[src/rtl/rs_alu_sched.sv]
// ALU reservation-station scheduler: dual free-entry allocation, age-ordered
// issue selection, and speculative-tag tracking with mispredict kill.
module rs_alu_sched #(
    parameter int ENTRIES     = 8,
    parameter int ENT_SEL     = 3,
    parameter int SPECTAG_LEN = 5
) (
    input  logic                   clk,
    input  logic                   rst_n,
    input  logic                   alloc_req1_i,
    input  logic                   alloc_req2_i,
    input  logic [SPECTAG_LEN-1:0] alloc_spectag1_i,
    input  logic [SPECTAG_LEN-1:0] alloc_spectag2_i,
    output logic                   alloc_grant_o,
    output logic [ENT_SEL-1:0]     alloc_addr1_o,
    output logic [ENT_SEL-1:0]     alloc_addr2_o,
    output logic [ENTRIES-1:0]     entry_we_o,
    input  logic [ENTRIES-1:0]     ready_vec_i,
    input  logic                   exe_busy_i,
    output logic                   issue_valid_o,
    output logic [ENT_SEL-1:0]     issue_addr_o,
    input  logic                   prmiss_i,
    input  logic                   prsuccess_i,
    input  logic [SPECTAG_LEN-1:0] prtag_i,
    input  logic [SPECTAG_LEN-1:0] specfixtag_i,
    output logic [ENTRIES-1:0]     busy_vec_o,
    output logic [ENT_SEL:0]       free_cnt_o,
    output logic                   full_o
);

    localparam int CNT_W = ENT_SEL + 1;

    logic [ENTRIES-1:0]     busy_q, busy_d;
    logic [ENTRIES-1:0]     older_q [ENTRIES];
    logic [ENTRIES-1:0]     older_d [ENTRIES];
    logic [SPECTAG_LEN-1:0] tag_q [ENTRIES];
    logic [SPECTAG_LEN-1:0] tag_d [ENTRIES];
    logic [CNT_W-1:0]       free_cnt_q, free_cnt_d;

    logic [ENT_SEL-1:0]     free1, free2;
    logic                   found1, found2;
    logic [CNT_W-1:0]       req_cnt;
    logic                   grant;
    logic [ENTRIES-1:0]     we;
    logic [ENTRIES-1:0]     kill;
    logic [ENTRIES-1:0]     cand;
    logic                   blocked;
    logic                   sel_found;
    logic [ENT_SEL-1:0]     sel_idx;
    logic                   issue_fire;
    logic [ENTRIES-1:0]     issue_oh;
    logic [CNT_W-1:0]       kill_cnt;
    logic                   succ_eff;

    // Lowest and next-lowest free entries, from registered occupancy only
    always_comb begin
        free1  = '0;
        free2  = '0;
        found1 = 1'b0;
        found2 = 1'b0;
        for (int i = 0; i < ENTRIES; i++) begin
            if (!busy_q[i]) begin
                if (!found1) begin
                    free1  = ENT_SEL'(i);
                    found1 = 1'b1;
                end else if (!found2) begin
                    free2  = ENT_SEL'(i);
                    found2 = 1'b1;
                end
            end
        end
    end

    assign req_cnt = CNT_W'(alloc_req1_i) + CNT_W'(alloc_req1_i & alloc_req2_i);
    assign grant   = rst_n & alloc_req1_i & ~prmiss_i & (req_cnt <= free_cnt_q);

    always_comb begin
        we = '0;
        if (grant) begin
            we[free1] = 1'b1;
            if (alloc_req2_i) begin
                we[free2] = 1'b1;
            end
        end
    end

    always_comb begin
        kill = '0;
        for (int i = 0; i < ENTRIES; i++) begin
            kill[i] = prmiss_i & busy_q[i] & (|(tag_q[i] & specfixtag_i));
        end
    end

    assign cand = busy_q & ready_vec_i & ~kill;

    // Pick the candidate that no other candidate is older than
    always_comb begin
        sel_idx   = '0;
        sel_found = 1'b0;
        blocked   = 1'b0;
        for (int i = 0; i < ENTRIES; i++) begin
            blocked = 1'b0;
            for (int j = 0; j < ENTRIES; j++) begin
                if (cand[j] && older_q[j][i]) begin
                    blocked = 1'b1;
                end
            end
            if (cand[i] && !blocked && !sel_found) begin
                sel_idx   = ENT_SEL'(i);
                sel_found = 1'b1;
            end
        end
    end

    assign issue_fire = rst_n & sel_found & ~exe_busy_i;

    always_comb begin
        issue_oh = '0;
        if (issue_fire) begin
            issue_oh[sel_idx] = 1'b1;
        end
    end

    assign succ_eff = prsuccess_i & ~prmiss_i;

    always_comb begin
        kill_cnt = '0;
        for (int i = 0; i < ENTRIES; i++) begin
            kill_cnt = kill_cnt + CNT_W'(kill[i]);
        end
    end

    // Next-state: occupancy, age matrix, speculative tags, free count
    always_comb begin
        busy_d     = (busy_q & ~issue_oh & ~kill) | we;
        older_d    = older_q;
        tag_d      = tag_q;
        free_cnt_d = free_cnt_q - (grant ? req_cnt : CNT_W'(0))
                     + CNT_W'(issue_fire) + kill_cnt;

        for (int i = 0; i < ENTRIES; i++) begin
            if (succ_eff) begin
                tag_d[i] = tag_q[i] & ~prtag_i;
            end
            if (kill[i]) begin
                tag_d[i] = '0;
            end
        end

        if (grant) begin
            for (int j = 0; j < ENTRIES; j++) begin
                older_d[j][free1] = busy_q[j];
            end
            older_d[free1] = '0;
            tag_d[free1]   = alloc_spectag1_i & (succ_eff ? ~prtag_i : '1);
            if (alloc_req2_i) begin
                // Slot 1 is older than slot 2 within the same dispatch group
                for (int j = 0; j < ENTRIES; j++) begin
                    older_d[j][free2] = busy_q[j] | (ENT_SEL'(j) == free1);
                end
                older_d[free2] = '0;
                tag_d[free2]   = alloc_spectag2_i & (succ_eff ? ~prtag_i : '1);
            end
        end
    end

    always_ff @(posedge clk or negedge rst_n) begin
        if (!rst_n) begin
            busy_q     <= '0;
            free_cnt_q <= CNT_W'(ENTRIES);
            for (int i = 0; i < ENTRIES; i++) begin
                older_q[i] <= '0;
                tag_q[i]   <= '0;
            end
        end else begin
            busy_q     <= busy_d;
            free_cnt_q <= free_cnt_d;
            for (int i = 0; i < ENTRIES; i++) begin
                older_q[i] <= older_d[i];
                tag_q[i]   <= tag_d[i];
            end
        end
    end

    assign alloc_grant_o = grant;
    assign alloc_addr1_o = rst_n ? free1 : '0;
    assign alloc_addr2_o = rst_n ? free2 : '0;
    assign entry_we_o    = we;
    assign issue_valid_o = issue_fire;
    assign issue_addr_o  = rst_n ? sel_idx : '0;
    assign busy_vec_o    = busy_q;
    assign free_cnt_o    = free_cnt_q;
    assign full_o        = rst_n & (free_cnt_q == '0);

endmodule
[config.mk]
export PLATFORM = sky130hd
export DESIGN_NAME = rs_alu_sched
export DESIGN_NICKNAME = d
export VERILOG_FILES = /design/src/rtl/rs_alu_sched.sv
export SDC_FILE = /design/constraint.sdc
export NUM_CORES = 1
export LEC_CHECK = 0
export CAP_MARGIN = 20
export CORE_MARGIN = 10
export CORE_UTILIZATION = 37
export DETAILED_ROUTE_END_ITERATION = 7
export PLACE_DENSITY = 0.63
export SLEW_MARGIN = 0
export SYNTH_ARGS = -nofsm -noshare
export SYNTH_HDL_FRONTEND = slang
export SYNTH_SLANG_ARGS = --single-unit
[constraint.sdc]
create_clock -name clk -period 5.1 [get_ports clk]
set_input_delay 1.02 -clock clk [delete_from_list [all_inputs] [get_ports clk]]
set_output_delay 1.02 -clock clk [all_outputs]
set_load 0.02 [all_outputs]
==> impl_metrics.csv, run 1 <==
group,metric,value,unit
yosys,synth_top_area_share,34.0,%
critical_path,setup.worst_path.class,"primary input to output pin",
power,max-vdd-ir-drop,0.235,mV
power,p_sw_share,48.2,%
yosys,synth_cells,990,
layout,instances_no_fill,1462,
power,p_per_area,606,nW/um2
critical_path,cp.arrival,3.97,ns
die,initial_core_util,37.5,%
run_status,outcome,"completed",
critical_path,critPathLaunchType,"primary input",
yosys,synth_top_cell_by_area,"dfrtp_1",
global_route,grt_pass1_vias,9275,
sta,fin_skew,0.00908,ns
layout,layout-drive-gt1-share,22.5,%
drt,ant_nets,0,
clock_network,h-tree-depth,4,
placement,dpl-instance-area,10300,um2
sta,tightest_slew,1.04,ns
sta,min_period,4.99,ns
clock_network,cts_tree,"done",
placement,dpl.hpwl,32800,um
critical_path,cp_common_cell,"buf_4",
layout,nets,1221,
yosys,yosys-top-cells-area,"dfrtp_1, nand2_1, a21oi_1, a22oi_1, nor2_1",
critical_path,critical_path_required,4.08,ns
global_route,grt_max_degree,79,
global_route,grt_pass1_wl,63100,um
clock_network,cts_made_buffers,17,
layout,stdcell_area,11000,um2
placement,gp_congestion,1.02,
global_route,grt_overflow,0,
power,p_leak,4.90,nW
yosys,ys_top_cells_by_count,"nand2_1, dfrtp_1, a21oi_1",
yosys,ys_seq_area_share,34.3,%
drt,first_pass_iters,7,
critical_path,critPathMaxFanout,5,
placement,post-place-ws,-0.927,ns
sta,hold_violations,0,
critical_path,cp_slowest_cell,"clkdlybuf4s50_1",
drt,wirelength,42700,um
power,pwr-share-seq,25.4,%
critical_path,worstPathCellList,"clkdlybuf4s50_1, buf_6, and4b_1, a2111o_1, a2111oi_4, buf_4, and4b_2, o221ai_2, nor4_2, buf_4, nor2_1, nor2_1, buf_4",
drt,drt_iter0_drc,1135,
layout,antennaDiodeCount,0,
clock_network,clk_pin_slew,0.06,ns
die,rows,55,
yosys,ys.flop_type,"dfrtp_1",
power,p_sw,3.23,mW
global_route,track_usage,29.3,%
yosys,ys_seq_elements,116,
power,power.share.combinational,56.7,%
drt,route.detailed.drc,0,
yosys,yosys_warnings,0,
power,p_int,3.47,mW
min_path,hp-class,"flop to flop",
critical_path,critPathCaptureType,"output pin",
yosys,ys_types,95,
die,core,22600,um2
yosys,synthArstFlopShare,100,%
sta,timing.final.ws_setup,0.113,ns
placement,place_inst,1422,
power,clkPwrFrac,17.9,%
sta,setup_violations,0,
drt,viasPerCell,6.51,
die,die_h,171,um
yosys,syn_area_per_cell,8.56,um2
yosys,yosysMostFrequentCell,"nand2_1",
die,pin_count,67,
critical_path,slowest_delay,0.51,ns
clock_network,insertion_delay,0.43,ns
sta,max_freq,201,MHz
yosys,synth_area,8470,um2
clock_network,cts_sinks,116,
sta,period_share,97.8,%
layout,areaGrowthSynthToFinish,30.4,%
die,die_area,29400,um2
sta,rsz0062_at_grt,"no",
clock_network,clk_path_buf_depth,2,
drt,wl_per_cell,29.2,um
sta,final_max_slew_viol_count,0,
yosys,syn-num-nets,1047,
yosys,synth_edf_count,0,
placement,port_buffers,66,
run,maxCapViolCount,0,
layout,nFillCells,2196,
global_route,antenna_found_initial,1,
drt,via_count,9513,
die,fp.dieW,171,um
clock_network,cts-root-buf,"clkbuf_16",
sta,relSlewSlack,30.0,%
kinds of logic after synthesis:
kind of cell             count (synthesis)  share of synthesized area [%]
buffers and inverters                  102                           5.64
AO/OA/AOI/OAI                          356                           30.5
AND/OR/NAND/NOR                        370                           22.8
adder cells (fa/ha/maj)                 23                           3.91
XOR/XNOR                                 6                          0.620
flip-flops                             116                           34.3
multiplexers                            17                           2.20
power groups by stage:
stage / clock [mW] / sequential (mW) / combinational [mW]
floorplan: 0 / 1.48 / 2.13
global placement: 0 / 1.69 / 3.58
detailed placement: 0 / 1.67 / 3.62
CTS: 1.20 / 1.67 / 3.67
global route: 1.25 / 1.70 / 4.07
finish: 1.20 / 1.70 / 3.80
cell usage in the layout, fill, tap and decap left out, drive strengths merged, types with 11 or more instances in the layout:
cell type	count
a21o	14
a21oi	79
a221oi	19
a22o	17
a22oi	40
a31oi	16
and2	25
and3	16
and4	17
buf	155
clkbuf	19
clkdlybuf4s50	49
dfrtp	115
ha	16
inv	41
mux2	13
nand2	124
nand2b	11
nand3	41
nor2	67
nor3	11
o21ai	55
o22ai	18
per-layer routing:
metal	up-vias	track usage (%)	share of wire, %
li1	4110	-	-
met1	4566	36.5	39
met2	671	45.3	44
met3	164	8.11	11
met4	2	15.6	6.4
met5	-	0	0.030
registers in the layout, summed over array words and instances (netlist names):
register    count
older_q        64
busy_vec_o      8
tag_q          40
free_cnt_o      4
final cells by class:
class	instances	area, um2	area share, %
well taps	285	357	3.23
clock inverters	15	148	1.34
multi-input cells	772	5230	47.3
repair buffers	219	1840	16.6
flip-flops and latches	116	2910	26.3
inverters	38	145	1.31
clock buffers	17	425	3.85
critical path: cells and delay by family:
| family | cells | cell delay (ns) |
|---|---|---|
| AO/OA/AOI/OAI | 3 | 0.96 |
| buffers and inverters | 5 | 1.11 |
| AND/OR/NAND/NOR | 5 | 0.86 |
stage by stage:
step	utilization [%]	hold slack [ns]	setup TNS, ns	power [mW]
global placement	45.5	0.483	-5.12	5.27
CTS	48.5	0.501	-0.0193	6.54
finish	48.9	0.497	0	6.69
global route	48.9	0.540	0	7.01
floorplan	-	0.441	0	3.61
detailed placement	45.5	0.485	-5.93	5.29
path summary, 6_finish.rpt:
check	from	end	slack [ns]	cells after the start
min in group asynchronous	rst_n	free_cnt_o[0]	0.76	2
worst min register to register	older_q[36]	older_q[36]	0.50	2
worst min-delay path	older_q[36]	older_q[36]	0.50	2
worst max register to register	free_cnt_o[1]	free_cnt_o[2]	0.88	15
worst max-delay path	prmiss_i	issue_addr_o[2]	0.11	13
max in group asynchronous	rst_n	older_q[56]	3.23	4
what timing repair did:
item                                    CTS  global route
hold buffers                              0             0
buffers inserted                          7             1
pin swaps                                 8            10
hold endpoints to repair                  0             0
endpoints found under the setup margin   14            13
resized for setup                        37            24
Note: power is estimated with default switching activity, not from simulation.
==> run 2: changes to the inputs <==
Settings changed: CTS_BUF_LIST set to sky130_fd_sc_hd__clkbuf_4.
==> run 2 against run 1 <==
  * Clock power shrank 41%
  * Largest cell class unchanged
  * Final area shrank 2.6%
  * Routed wire length grew 0.63%
  * Combinational power is essentially flat
  * Cell count grew 0.21%
  * Via count grew 0.98%
==> impl_metrics.csv, run 2 (synthesized netlist as in run 1, its figures left out) <==
group,metric,value,unit
run_status,outcome,"completed",
layout,mostFrequentLayoutCell,"buf_4",
drt,wirelength,43000,um
sta,hold_violations,0,
drt,drt_iter0_drc,1328,
critical_path,cp_common_cell,"buf_4",
die,pin_count,67,
critical_path,slowest_delay,0.51,ns
layout,stdcell_area,10800,um2
die,rows,55,
critical_path,cp.arrival,3.99,ns
critical_path,critPathLaunchType,"primary input",
critical_path,crit_buf_inv,5,
min_path,hp-class,"flop to flop",
layout,instances_no_fill,1465,
clock_network,clk_pin_slew,0.13,ns
critical_path,cp_slowest_cell,"clkdlybuf4s50_1",
sta,rsz0062_at_grt,"no",
clock_network,insertion_delay,0.57,ns
power,p_per_area,577,nW/um2
sta,fin_skew,0.0280,ns
layout,largest-register,"older_q",
power,power,6.21,mW
placement,dpl-instance-area,10300,um2
critical_path,worstPathCellList,"clkdlybuf4s50_1, buf_6, buf_4, and4b_1, a2111o_1, a2111oi_1, nand4_1, o21ai_0, nor4b_2, buf_4, nor2_1, nor2_1, buf_4",
clock_network,cts_made_buffers,17,
drt,wl_met1,16500,um
sta,period_share,98.3,%
power,p_leak,4.77,nW
die,core,22600,um2
placement,place_inst,1422,
drt,wl_met3,4860,um
global_route,antenna_found_initial,2,
drt,top_layer,"met4",
drt,via_count,9606,
sta,tightest_slew,1.04,ns
clock_network,h-tree-depth,4,
drt,viasPerCell,6.56,
clock_network,cts_tree,"done",
layout,areaGrowthSynthToFinish,27.0,%
critical_path,critical_path_required,4.08,ns
critical_path,critical_path.startpoint,"prmiss_i",
clock_network,ctsHoldBuffers,0,
global_route,grt_overflow,0,
layout,final_cell_mix,"buf_4, nand2_1, dfrtp_1",
clock_network,cts-root-buf,"clkbuf_4",
sta,max_freq,200,MHz
layout,largest_reg_flops,64,
clock_network,cts_sinks,116,
drt,first_pass_iters,7,
placement,gp_congestion,1.02,
global_route,grt_pass1_wl,63200,um
critical_path,critPathMaxFanout,6,
global_route,grt_pass1_vias,9336,
power,max-vdd-ir-drop,0.224,mV
critical_path,setup.worst_path.class,"primary input to output pin",
die,fp.dieW,171,um
run,maxCapViolCount,0,
layout,fin_util,47.7,%
min_path,min-delay-start,"older_q[36]",
drt,route.detailed.drc,0,
drt,wl_per_cell,29.3,um
layout,layout-drive-gt1-share,22.8,%
die,die_area,29400,um2
critical_path,cp_top_family,"buffers and inverters",
placement,port_buffers,66,
layout,nets,1222,
sta,setup_violations,0,
placement,dpl.hpwl,32800,um
critical_path,critPathCaptureType,"output pin",
global_route,grt_max_degree,79,
drt,ant_nets,0,
die,die_h,171,um
drt,wl_met2,18900,um
clock_network,clk_path_buf_depth,2,
critical_path,worst_r2r_startpoint,"free_cnt_o[1]",
global_route,track_usage,29.3,%
sta,final_max_slew_viol_count,0,
sta,relSlewSlack,30.1,%
die,initial_core_util,37.5,%
sta,min_period,5.01,ns
run 2: final timing paths:
path                       slack, ns  cells past startpoint               to
setup / recovery                0.09                     13  issue_addr_o[2]
setup reg to reg                0.69                     15    free_cnt_o[2]
min in group asynchronous       0.64                      2    free_cnt_o[0]
hold / removal                  0.51                      2      older_q[36]
max in group asynchronous       3.34                      4        tag_q[11]
hold reg to reg                 0.51                      2      older_q[36]
run 2: layer usage:
layer  GRT usage (%)  vias up
met5               0        -
met4            15.6        0
met3            7.70      170
met2            45.4      706
met1            36.6     4624
li1                -     4106
run 2: power breakdown:
| group | switching (mW) | total (mW) | internal [mW] | leakage [nW] |
|---|---|---|---|---|
| Sequential | 0.466 | 1.69 | 1.23 | 1.52 |
| Clock | 0.456 | 0.711 | 0.255 | 0.152 |
| Combinational | 2.26 | 3.81 | 1.55 | 3.09 |
run 2: stage by stage:
stage / hold slack, ns / worst slack (ns) / TNS [ns]
floorplan: 0.441 / 0.00266 / 0
global route: 0.556 / 0.00319 / 0
global placement: 0.483 / -0.918 / -5.12
CTS: 0.517 / -0.0193 / -0.0193
finish: 0.511 / 0.0884 / 0
detailed placement: 0.485 / -0.927 / -5.93
run 2: repair_timing:
item,in CTS,in global routing
setup endpoints to repair,11,12
resized for setup,37,27
buffers inserted,7,1
pin swaps,8,9
hold endpoints to repair,0,0
run 2: area by class of cell:
cell class | instances | area [um2]
Sequential cell | 116 | 2910
Clock buffer | 17 | 128
Timing Repair Buffer | 220 | 1840
Clock inverter | 15 | 148
Fill cell | 2239 | 11800
Tap cell | 285 | 357
Antenna cell | 2 | 5.00
Multi-Input combinational cell | 772 | 5240
Inverter | 38 | 145
run 2: worst register-to-register path, cell delays in order (launching register included):
cell and delay, ns:
dfrtp_1 0.41, inv_1 0.07, ha_1 0.30, nor2b_1 0.13
o211ai_1 0.35, nand4b_1 0.30, buf_4 0.23, nor2_1 0.09
ha_1 0.24, inv_1 0.08, fa_1 0.41, fa_1 0.48
fa_1 0.50, ha_2 0.20, fa_1 0.38, xor2_1 0.15
==> run 3: changes to the inputs <==
Settings changed: GPL_ROUTABILITY_DRIVEN set to 1, SKIP_LAST_GASP set to 1.
==> run 3 against run 2 <==
  * Critical path depth is 1 higher
  * Sequential share of layout area barely moved
  * First-iteration DRC count is 2.6% lower
  * Flip-flop and latch count unchanged
  * Sequential power about the same
  * Die area stayed put
  * Clock skew grew 0.0023 ns
  * Final area down 0.13%
  * Critical path type unchanged
==> impl_metrics.csv, run 3 (synthesized netlist as in run 1, its figures left out) <==
group,metric,value,unit
global_route,grt_pass1_wl,63300,um
sta,setup_violations,0,
critical_path,critical_path_required,4.08,ns
power,clkPwrFrac,11.5,%
power,p_leak,4.79,nW
die,rows,55,
placement,dpl.hpwl,32800,um
die,initial_core_util,37.5,%
power,p_sw,3.17,mW
layout,nets,1221,
drt,first_pass_iters,6,
critical_path,worstReg2RegEnd,"free_cnt_o[2]",
clock_network,ctsHoldBuffers,0,
drt,wl_per_cell,29.3,um
layout,largest-register,"older_q",
clock_network,cts_made_buffers,17,
drt,route.detailed.drc,0,
sta,relSlewSlack,28.3,%
clock_network,clk_path_buf_depth,2,
sta,final_max_slew_viol_count,0,
global_route,grt_pass1_vias,9333,
die,core,22600,um2
layout,layout-drive-gt1-share,22.3,%
die,die_area,29400,um2
clock_network,insertion_delay,0.57,ns
critical_path,worst_r2r_startpoint,"free_cnt_o[1]",
run_status,outcome,"completed",
global_route,antenna_found_initial,2,
drt,drt_iter0_drc,1293,
critical_path,setup.worst_path.class,"primary input to output pin",
min_path,whs_path_depth,2,
critical_path,reg2reg_depth,15,
placement,port_buffers,66,
power,p_int,3.03,mW
power,pwr-share-seq,27.3,%
layout,areaGrowthSynthToFinish,26.9,%
critical_path,cp.arrival,3.97,ns
min_path,min-delay-start,"older_q[36]",
power,p_per_area,577,nW/um2
clock_network,cts_tree,"done",
min_path,holdPathEnd,"older_q[36]",
global_route,grt_overflow,0,
clock_network,cts_sinks,116,
die,die_h,171,um
drt,viasPerCell,6.55,
critical_path,critPathLaunchType,"primary input",
drt,wirelength,43000,um
sta,period_share,97.9,%
critical_path,critPathCaptureType,"output pin",
critical_path,critPathMaxFanout,6,
global_route,grt_max_degree,79,
sta,max_freq,200,MHz
layout,largest_reg_flops,64,
global_route,track_usage,29.3,%
layout,final_cell_mix,"buf_4, nand2_1, dfrtp_1",
die,pin_count,67,
critical_path,r2r_slack,0.70,ns
drt,ant_nets,0,
power,max-vdd-ir-drop,0.223,mV
die,fp.dieW,171,um
power,power,6.20,mW
sta,hold_violations,0,
sta,tightest_slew,1.07,ns
placement,post-place-ws,-0.927,ns
placement,gp_congestion,1.02,
clock_network,h-tree-depth,4,
sta,fin_skew,0.0304,ns
clock_network,cts-root-buf,"clkbuf_4",
drt,via_count,9585,
clock_network,clk_pin_slew,0.12,ns
power,p_sw_share,51.2,%
power,power.share.combinational,61.2,%
run,maxCapViolCount,0,
sta,min_period,4.99,ns
layout,mostFrequentLayoutCell,"buf_4",
min_path,hp-class,"flop to flop",
sta,timing.final.ws_setup,0.109,ns
sta,rsz0062_at_grt,"yes",
## run 3: worst max-delay path: stages
cell and delay, ns:
clkdlybuf4s50_1 0.47, buf_4 0.18, a222oi_1 0.35, buf_4 0.20, nand3_1 0.08, a222oi_1 0.37, buf_4 0.20, and4_1 0.21
o221ai_2 0.13, nor4_2 0.33, buf_4 0.16, nor2_1 0.04, nor2_1 0.07, buf_4 0.15
## run 3: cell type report
class | instances | area (um2)
fill | 2242 | 11800
multi-input combinational | 772 | 5220
sequential | 116 | 2910
timing repair buffer | 219 | 1840
tap | 285 | 357
clock inverter | 15 | 148
inverter | 38 | 145
clock buffer | 17 | 128
antenna | 2 | 5.00
## run 3: timing repair
item | CTS | global route
buffers inserted | 7 | 0
pin swaps | 8 | 10
gates resized for setup | 34 | 26
setup endpoints to repair | 11 | 14
## run 3: metal layers
| layer | global-route usage [%] | wire length [um] |
|---|---|---|
| met5 | 0 | 0 |
| met4 | 15.6 | 2660 |
| met3 | 7.70 | 4620 |
| met2 | 45.4 | 19000 |
| met1 | 36.6 | 16600 |
## run 3: power by group through the flow
stage	clock network [mW]	logic [mW]	registers, mW
global route	0.749	4.06	1.69
global placement	0	3.58	1.69
CTS	0.707	3.67	1.66
floorplan	0	2.13	1.48
detailed placement	0	3.62	1.67
finish	0.713	3.80	1.69
## run 3: worst max-delay path by stage
stage	start	endpoint	slack, ns	cells after the start
after global placement	prmiss_i	issue_addr_o[2]	-0.92	13
after floorplan	alloc_req2_i	free_cnt_o[2]	0.003	17
after detailed placement	prmiss_i	issue_addr_o[2]	-0.93	13
final	specfixtag_i[4]	issue_addr_o[2]	0.11	14
after CTS	prmiss_i	issue_addr_o[2]	-0.09	14
after global routing	busy_vec_o[0]	entry_we_o[7]	-0.08	11
## run 3: through the flow
stage | hold WS [ns] | area (um2) | utilization, % | TNS [ns] | instances
6_report | 0.511 | 10800 | 47.6 | 0 | 1464
5_1_grt | 0.556 | 10700 | 47.6 | -0.0784 | 1463
4_1_cts | 0.517 | 10700 | 47.2 | -0.103 | 1461
3_5_place_dp | 0.485 | 10300 | 45.5 | -5.93 | 1422
3_3_place_gp | 0.483 | 10300 | 45.5 | -5.12 | 1422
2_1_floorplan | 0.441 | 8500 | - | 0 | 990
